===== src/rtl/mem_port_arbiter_pkg.sv =====
// -----------------------------------------------------------------------------
// mem_port_arbiter_pkg
// Shared definitions for the two-requester memory port arbiter:
//   - FSM state encoding (IDLE=0, ISSUE=1, WAIT=2)
//   - transaction owner encoding (DATA=0, FETCH=1)
//   - default starvation limit for the fetch requester
//   - the arbitration decision as a pure combinational function
// -----------------------------------------------------------------------------
package mem_port_arbiter_pkg;

    localparam int unsigned STARVE_LIMIT_DEFAULT = 4;

    typedef enum logic [1:0] {
        IDLE  = 2'd0,
        ISSUE = 2'd1,
        WAIT  = 2'd2
    } arb_state_e;

    typedef enum logic {
        DATA  = 1'b0,
        FETCH = 1'b1
    } owner_e;

    typedef struct packed {
        logic data;
        logic fetch;
    } grant_t;

    // Grants are only possible in IDLE. Data has priority unless the fetch
    // side has already watched starve_limit consecutive data grants go by.
    function automatic grant_t arb_decide(
        input arb_state_e  state,
        input logic        d_req,
        input logic        i_req,
        input int unsigned starve_cnt,
        input int unsigned starve_limit
    );
        grant_t g;
        g = '0;
        if (state == IDLE) begin
            if (i_req && (!d_req || starve_cnt == starve_limit)) begin
                g.fetch = 1'b1;
            end else if (d_req) begin
                g.data = 1'b1;
            end
        end
        return g;
    endfunction

endpackage


===== src/rtl/mem_port_arbiter_if.sv =====
// -----------------------------------------------------------------------------
// mem_port_arbiter_if
// Bundles the data requester, fetch requester and memory-side signals of the
// arbiter.
//   slave  : the arbiter's view (takes requests, drives grants/responses and
//            the memory command, takes memory handshakes)
//   master : the environment's view (requesters plus memory)
// Data side  : d_req, d_addr, d_wdata, d_we -> d_gnt, d_rvalid, d_rdata
// Fetch side : i_req, i_addr               -> i_gnt, i_rvalid, i_rdata
// Memory     : mem_addr, mem_wdata, mem_we, mem_re <- mem_ready, mem_rvalid,
//              mem_rdata
// -----------------------------------------------------------------------------
interface mem_port_arbiter_if;

    // data requester (execute-stage load/store)
    logic        d_req;
    logic [31:0] d_addr;
    logic [31:0] d_wdata;
    logic [3:0]  d_we;
    logic        d_gnt;
    logic        d_rvalid;
    logic [31:0] d_rdata;

    // fetch requester (read-only)
    logic        i_req;
    logic [31:0] i_addr;
    logic        i_gnt;
    logic        i_rvalid;
    logic [31:0] i_rdata;

    // memory port
    logic [31:0] mem_addr;
    logic [31:0] mem_wdata;
    logic [3:0]  mem_we;
    logic        mem_re;
    logic        mem_ready;
    logic        mem_rvalid;
    logic [31:0] mem_rdata;

    modport slave (
        input  d_req, d_addr, d_wdata, d_we,
        output d_gnt, d_rvalid, d_rdata,
        input  i_req, i_addr,
        output i_gnt, i_rvalid, i_rdata,
        output mem_addr, mem_wdata, mem_we, mem_re,
        input  mem_ready, mem_rvalid, mem_rdata
    );

    modport master (
        output d_req, d_addr, d_wdata, d_we,
        input  d_gnt, d_rvalid, d_rdata,
        output i_req, i_addr,
        input  i_gnt, i_rvalid, i_rdata,
        input  mem_addr, mem_wdata, mem_we, mem_re,
        output mem_ready, mem_rvalid, mem_rdata
    );

endinterface


===== src/rtl/mem_port_arbiter.sv =====
// -----------------------------------------------------------------------------
// mem_port_arbiter
// Shares one memory port between a data (load/store) requester and an
// instruction-fetch requester, one outstanding transaction at a time.
//   IDLE  : combinational grant to one requester; payload captured at the
//           grant edge into the mem_* registers
//   ISSUE : mem_* held stable until mem_ready; writes finish here with a
//           one-cycle d_rvalid acknowledge (d_rdata = 0)
//   WAIT  : waits for mem_rvalid, returns mem_rdata to the owner next cycle
// Data normally wins; fetch wins once STARVE_LIMIT consecutive data grants
// have passed while it was pending.
// Ports:
//   clk   : clock, rising edge
//   rst_n : asynchronous active-low reset
//   bus   : mem_port_arbiter_if.slave (requesters and memory)
// -----------------------------------------------------------------------------
module mem_port_arbiter
    import mem_port_arbiter_pkg::*;
#(
    parameter int unsigned STARVE_LIMIT = STARVE_LIMIT_DEFAULT
) (
    input logic               clk,
    input logic               rst_n,
    mem_port_arbiter_if.slave bus
);

    localparam int unsigned      CNT_W   = (STARVE_LIMIT > 0) ? $clog2(STARVE_LIMIT + 1) : 1;
    localparam logic [CNT_W-1:0] CNT_MAX = CNT_W'(STARVE_LIMIT);

    arb_state_e       state,        state_next;
    owner_e           owner,        owner_next;
    logic [CNT_W-1:0] starve_cnt,   starve_cnt_next;
    logic [31:0]      mem_addr_q,   mem_addr_next;
    logic [31:0]      mem_wdata_q,  mem_wdata_next;
    logic [3:0]       mem_we_q,     mem_we_next;
    logic             mem_re_q,     mem_re_next;
    logic             d_rvalid_q,   d_rvalid_next;
    logic             i_rvalid_q,   i_rvalid_next;
    logic [31:0]      d_rdata_q,    d_rdata_next;
    logic [31:0]      i_rdata_q,    i_rdata_next;
    grant_t           grant;

    // State and output registers.
    always_ff @(posedge clk or negedge rst_n) begin
        if (!rst_n) begin
            // NOTE: the response data registers are reset too, so a reset
            // mid-transaction leaves no stale read data visible.
            state       <= IDLE;
            owner       <= DATA;
            starve_cnt  <= '0;
            mem_addr_q  <= '0;
            mem_wdata_q <= '0;
            mem_we_q    <= '0;
            mem_re_q    <= 1'b0;
            d_rvalid_q  <= 1'b0;
            i_rvalid_q  <= 1'b0;
            d_rdata_q   <= '0;
            i_rdata_q   <= '0;
        end else begin
            // NOTE: non-blocking assignments so every register samples the
            // pre-edge value of every other register.
            state       <= state_next;
            owner       <= owner_next;
            starve_cnt  <= starve_cnt_next;
            mem_addr_q  <= mem_addr_next;
            mem_wdata_q <= mem_wdata_next;
            mem_we_q    <= mem_we_next;
            mem_re_q    <= mem_re_next;
            d_rvalid_q  <= d_rvalid_next;
            i_rvalid_q  <= i_rvalid_next;
            d_rdata_q   <= d_rdata_next;
            i_rdata_q   <= i_rdata_next;
        end
    end

    // Next-state and next-output logic.
    always_comb begin
        // NOTE: every signal gets a default first so no path infers a latch;
        // registers hold by default and rvalid pulses fall by default.
        state_next      = state;
        owner_next      = owner;
        starve_cnt_next = starve_cnt;
        mem_addr_next   = mem_addr_q;
        mem_wdata_next  = mem_wdata_q;
        mem_we_next     = mem_we_q;
        mem_re_next     = mem_re_q;
        d_rvalid_next   = 1'b0;
        i_rvalid_next   = 1'b0;
        d_rdata_next    = d_rdata_q;
        i_rdata_next    = i_rdata_q;

        grant = arb_decide(state, bus.d_req, bus.i_req, 32'(starve_cnt), STARVE_LIMIT);

        unique case (state)
            IDLE: begin
                // Fetch not waiting: its starvation history is irrelevant.
                if (!bus.i_req) begin
                    starve_cnt_next = '0;
                end
                if (grant.data) begin
                    mem_addr_next  = bus.d_addr;
                    mem_wdata_next = bus.d_wdata;
                    mem_we_next    = bus.d_we;
                    mem_re_next    = (bus.d_we == 4'b0000);
                    owner_next     = DATA;
                    state_next     = ISSUE;
                    if (bus.i_req && starve_cnt != CNT_MAX) begin
                        starve_cnt_next = starve_cnt + CNT_W'(1);
                    end
                end else if (grant.fetch) begin
                    mem_addr_next   = bus.i_addr;
                    mem_wdata_next  = '0;
                    mem_we_next     = 4'b0000;
                    mem_re_next     = 1'b1;
                    owner_next      = FETCH;
                    state_next      = ISSUE;
                    starve_cnt_next = '0;
                end
            end

            ISSUE: begin
                if (bus.mem_ready) begin
                    mem_we_next = 4'b0000;
                    mem_re_next = 1'b0;
                    if (mem_re_q) begin
                        state_next = WAIT;
                    end else begin
                        // Writes only come from the data side; acknowledge
                        // with a zero-data response pulse.
                        state_next    = IDLE;
                        d_rvalid_next = 1'b1;
                        d_rdata_next  = '0;
                    end
                end
            end

            WAIT: begin
                if (bus.mem_rvalid) begin
                    state_next = IDLE;
                    if (owner == DATA) begin
                        d_rdata_next  = bus.mem_rdata;
                        d_rvalid_next = 1'b1;
                    end else begin
                        i_rdata_next  = bus.mem_rdata;
                        i_rvalid_next = 1'b1;
                    end
                end
            end

            default: begin
                state_next = IDLE;
            end
        endcase
    end

    assign bus.d_gnt     = grant.data;
    assign bus.i_gnt     = grant.fetch;
    assign bus.d_rvalid  = d_rvalid_q;
    assign bus.i_rvalid  = i_rvalid_q;
    assign bus.d_rdata   = d_rdata_q;
    assign bus.i_rdata   = i_rdata_q;
    assign bus.mem_addr  = mem_addr_q;
    assign bus.mem_wdata = mem_wdata_q;
    assign bus.mem_we    = mem_we_q;
    assign bus.mem_re    = mem_re_q;

endmodule


===== src/flat_wrapper.sv =====
// flat-port wrapper written by rule: the top's interface ports become plain ports
module mem_port_arbiter_flat import mem_port_arbiter_pkg::*;
#(
    parameter int unsigned STARVE_LIMIT = STARVE_LIMIT_DEFAULT
)
  (clk, rst_n, bus_d_req, bus_d_addr, bus_d_wdata, bus_d_we, bus_d_gnt, bus_d_rvalid, bus_d_rdata, bus_i_req, bus_i_addr, bus_i_gnt, bus_i_rvalid, bus_i_rdata, bus_mem_addr, bus_mem_wdata, bus_mem_we, bus_mem_re, bus_mem_ready, bus_mem_rvalid, bus_mem_rdata);
  mem_port_arbiter_if bus_i ();
  input logic clk;
  input logic rst_n;
  input wire logic [$bits(bus_i.d_req)-1:0] bus_d_req;
  input wire logic [$bits(bus_i.d_addr)-1:0] bus_d_addr;
  input wire logic [$bits(bus_i.d_wdata)-1:0] bus_d_wdata;
  input wire logic [$bits(bus_i.d_we)-1:0] bus_d_we;
  output wire logic [$bits(bus_i.d_gnt)-1:0] bus_d_gnt;
  output wire logic [$bits(bus_i.d_rvalid)-1:0] bus_d_rvalid;
  output wire logic [$bits(bus_i.d_rdata)-1:0] bus_d_rdata;
  input wire logic [$bits(bus_i.i_req)-1:0] bus_i_req;
  input wire logic [$bits(bus_i.i_addr)-1:0] bus_i_addr;
  output wire logic [$bits(bus_i.i_gnt)-1:0] bus_i_gnt;
  output wire logic [$bits(bus_i.i_rvalid)-1:0] bus_i_rvalid;
  output wire logic [$bits(bus_i.i_rdata)-1:0] bus_i_rdata;
  output wire logic [$bits(bus_i.mem_addr)-1:0] bus_mem_addr;
  output wire logic [$bits(bus_i.mem_wdata)-1:0] bus_mem_wdata;
  output wire logic [$bits(bus_i.mem_we)-1:0] bus_mem_we;
  output wire logic [$bits(bus_i.mem_re)-1:0] bus_mem_re;
  input wire logic [$bits(bus_i.mem_ready)-1:0] bus_mem_ready;
  input wire logic [$bits(bus_i.mem_rvalid)-1:0] bus_mem_rvalid;
  input wire logic [$bits(bus_i.mem_rdata)-1:0] bus_mem_rdata;
  assign bus_i.d_req = bus_d_req;
  assign bus_i.d_addr = bus_d_addr;
  assign bus_i.d_wdata = bus_d_wdata;
  assign bus_i.d_we = bus_d_we;
  assign bus_d_gnt = bus_i.d_gnt;
  assign bus_d_rvalid = bus_i.d_rvalid;
  assign bus_d_rdata = bus_i.d_rdata;
  assign bus_i.i_req = bus_i_req;
  assign bus_i.i_addr = bus_i_addr;
  assign bus_i_gnt = bus_i.i_gnt;
  assign bus_i_rvalid = bus_i.i_rvalid;
  assign bus_i_rdata = bus_i.i_rdata;
  assign bus_mem_addr = bus_i.mem_addr;
  assign bus_mem_wdata = bus_i.mem_wdata;
  assign bus_mem_we = bus_i.mem_we;
  assign bus_mem_re = bus_i.mem_re;
  assign bus_i.mem_ready = bus_mem_ready;
  assign bus_i.mem_rvalid = bus_mem_rvalid;
  assign bus_i.mem_rdata = bus_mem_rdata;
  mem_port_arbiter #(.STARVE_LIMIT(STARVE_LIMIT)) u_core (.clk(clk), .rst_n(rst_n), .bus(bus_i));
endmodule

===== config.mk =====
export PLATFORM = sky130hd
export DESIGN_NAME = mem_port_arbiter_flat
export DESIGN_NICKNAME = d
export VERILOG_FILES = /design/src/rtl/mem_port_arbiter_pkg.sv /design/src/rtl/mem_port_arbiter_if.sv /design/src/rtl/mem_port_arbiter.sv /design/src/flat_wrapper.sv
export SDC_FILE = /design/constraint.sdc
export NUM_CORES = 1
export LEC_CHECK = 0
export ABC_CLOCK_PERIOD_IN_PS = 1700
export CORE_AREA = 5 5 145 119
export CTS_BUF_LIST = sky130_fd_sc_hd__clkbuf_8
export DETAILED_ROUTE_END_ITERATION = 10
export DIE_AREA = 0 0 150 124
export MAX_ROUTING_LAYER = met4
export PLACE_DENSITY = 0.89
export SYNTH_ARGS = -nofsm -noshare
export SYNTH_HDL_FRONTEND = slang
export SYNTH_SLANG_ARGS = --single-unit

===== constraint.sdc =====
create_clock -name clk -period 1.7 [get_ports clk]
set_input_delay 0.34 -clock clk [delete_from_list [all_inputs] [get_ports clk]]
set_output_delay 0.34 -clock clk [all_outputs]
set_load 0.02 [all_outputs]

==> results_dict.tcl <==
set metrics [dict create \
    overflow 0 \
    synth_common_cells "dfrtp_1, nand2_1, a21oi_1, inv_1, a22o_1" \
    clock_path_buffers 2 \
    post-route-util 0.623 \
    die_h_um 124 \
    yosysTopAreaCell "dfrtp_1" \
    power.leakage_nw 4.84 \
    grt_max_degree 67 \
    netlist_instances 516 \
    grt_use_met3 0.0698 \
    die_area_um2 18600 \
    antenna_found_initial 1 \
    start_kind "flop" \
    synth.avg_cell_area_um2 11.3 \
    async_flop_share 1.00 \
    slowest_delay_ns 0.38 \
    gp_congestion 0.781 \
    use_met2 0.348 \
    rsz0062_at_grt "true" \
    core_area_um2 15600 \
    worst_r2r_endpoint "u_core.state[0]" \
    numPortBuffers 274 \
    path_class "flop to output port" \
    grt_pass1_vias 5514 \
    finalSetupViolations 4 \
    hold_path_class "input port to async pin" \
    grt_usage 0.208 \
    violations "negative setup slack" \
    slew_headroom 0.683 \
    cp_max_fo 3 \
    drc 0 \
    synth_nets 660 \
    synth_area_um2 5830 \
    dp_cells 1003 \
    ys_ff_latch 141 \
    max-vdd-ir-drop_uv 776 \
    cp_cell_sequence "inv_2, ha_4, a21bo_4, nand3_4, inv_4, buf_12, buf_8" \
    start_util 0.374 \
    synth_top_area_share 0.606 \
    max_freq_mhz 513 \
    nets 977 \
    io_pins 275 \
    grt_pass1_wl_um 28800 \
    vias 5250 \
    routedWlPerCell_um 18.7 \
    synthFlopType "dfrtp_1" \
    clock_skew_ns 0.00847 \
    r2r-start "u_core.state[0]" \
    fin_crit_sh 1.15 \
    ys_warn_count 0 \
    r2r_cells 7 \
    fin_crit_ns 1.95 \
    r2r_slack_ns -0.06 \
    dieWidth_um 150 \
    syn2layout_area_growth_pct 66.8 \
    drt-vias-per-instance 4.94 \
    drive_gt1_frac 0.176 \
    met1_usage 0.238 \
    synth_area_leaders "dfrtp_1, mux2_2, mux2i_1" \
    cts_max_level 4 \
    cts_sinks 141 \
    worst_ep_arrival_time_ns 1.61 \
    top_usage_layer "met2" \
    drt-initial-drc-count 232 \
    clkTransAtPathRegs_ns 0.08 \
    wl_um 19900 \
    yosysUniqueCellTypes 32 \
    worst_pin_slew_ns 0.476 \
    row_count 41 \
    fillers 1259 \
    clkLatencyLatePin_ns 0.43 \
    drv_slew 0 \
    fin_ws_ns -0.249 \
    synth_edf_count 0 \
    hpwl_um 13500 \
    post-synth-top-count-cell "dfrtp_1" \
    cp_slowest_cell "dfrtp_1" \
    maxCapViolCount 0 \
    endpoint_kind "output port" \
    cellPowerDensity_nw_per_um2 1790 \
    drt-pass1-iter-count 4 \
    fin_cells 1062 \
    status "finished, violations left" \
    worstPathRequired_ns 1.36 \
    ys_seq_area_frac 0.606 \
    ant_nets 0 \
    numCtsBuffers 17 \
    root_buffer "clkbuf_8" \
    cp-startpoint "u_core.starve_cnt[0]" \
    cts_tree "built" \
    final_hold_viol_count 0 \
]
power by group:
part | internal (W) | leakage, nW | switching, W | total [W]
combinational | 0.00420 | 2.85 | 0.00495 | 0.00914
clock | 0.00124 | 0.184 | 0.00135 | 0.00259
sequential | 0.00482 | 1.80 | 0.000818 | 0.00564
total | 0.0103 | 4.84 | 0.00711 | 0.0174
how the worst max path moves through the flow:
stage                                     to  slack [ns]  cells after the start
floorplan                          bus_d_gnt        0.05                      7
global placement    u_core.bus.mem_wdata[18]       -0.38                      6
detailed placement   u_core.bus.mem_wdata[9]       -0.45                      6
CTS                                bus_i_gnt       -0.30                      7
global route                       bus_i_gnt       -0.34                      7
finish                             bus_i_gnt       -0.25                      7
stage by stage:
stage | hold WS [ns] | total power [W] | setup TNS (ns) | setup WS [ns] | cell area (um2)
floorplan | 0.0444 | 0.0101 | 0 | 0.0474 | 5830
global placement | 0.135 | 0.0144 | -19.58 | -0.382 | 8990
detailed placement | 0.136 | 0.0146 | -23.48 | -0.451 | 8990
CTS | 0.218 | 0.0169 | -8.26 | -0.300 | 9500
global route | 0.228 | 0.0183 | -1.32 | -0.336 | 9720
finish | 0.260 | 0.0174 | -0.561 | -0.249 | 9720
registers in the layout (all words and copies together), names as in the netlist:
name and cells:
u_core.bus.i_rdata 32, u_core.starve_cnt 3, u_core.bus.mem_wdata 32, u_core.owner 1, u_core.bus.d_rvalid 1, u_core.bus.i_rvalid 1, u_core.state 2, u_core.bus.mem_re 1
u_core.bus.d_rdata 32, u_core.bus.mem_addr 32, u_core.bus.mem_we 4
logic make-up after synthesis:
group,synth area share
multiplexers,0.120
flip-flops,0.606
AO/OA/AOI/OAI,0.123
buffers and inverters,0.0543
adder cells (fa/ha/maj),0.0129
AND/OR/NAND/NOR,0.0833
timing repair:
item | in CTS | in global routing
setup buffers | 15 | 14
hold endpoints to repair | 141 | 0
setup endpoints to repair | 235 | 125
hold buffers | 1 | 0
gates resized for setup | 164 | 31
gates cloned | 2 | 2
pin swaps | 21 | 20
metal layers:
layer,wire length [um],up-vias
met5,0,-
met4,494,0
met3,2030,37
met2,9700,272
met1,7680,2553
li1,-,2388
worst max-delay path: cells and delay by family, from the launching register on:
kind	cells	cell delay, ns
AND/OR/NAND/NOR	1	0.07
AO/OA/AOI/OAI	1	0.22
buffers and inverters	4	0.35
flip-flops	1	0.38
adder cells (fa/ha/maj)	1	0.17
layout by cell type, fill, tap and decap left out, drive strengths merged:
| cell | n |
|---|---|
| a31oi | 1 |
| nand3b | 1 |
| nor4 | 1 |
| clkdlybuf4s50 | 136 |
| dlygate4sd3 | 1 |
| clkinvlp | 4 |
| bufinv | 1 |
| a21bo | 1 |
| inv | 43 |
| clkinv | 7 |
| o211ai | 2 |
| ha | 6 |
| o31ai | 1 |
| clkbuf | 20 |
| buf | 55 |
| mux2i | 33 |
| diode | 1 |
| mux2 | 33 |
| or3b | 1 |
| nand2 | 71 |
| a21oi | 65 |
| a22o | 36 |
| nor3 | 1 |
| nand3 | 6 |
| nand2b | 1 |
| and2 | 1 |
| dlygate4sd2 | 135 |
| o22ai | 3 |
| o21ai | 3 |
| nor2 | 36 |
| dfrtp | 141 |
final cells by class:
| class | count | area [um2] | area share |
|---|---|---|---|
| Antenna cell | 1 | 2.50 | 0.000257 |
| Multi-Input combinational cell | 303 | 2130 | 0.219 |
| Timing Repair Buffer | 328 | 3250 | 0.334 |
| Clock buffer | 19 | 262 | 0.0269 |
| Sequential cell | 141 | 3530 | 0.363 |
| Tap cell | 215 | 269 | 0.0277 |
| Inverter | 42 | 165 | 0.0170 |
| Clock inverter | 13 | 115 | 0.0118 |
No activity file was read; power rests on OpenSTA's default activity.
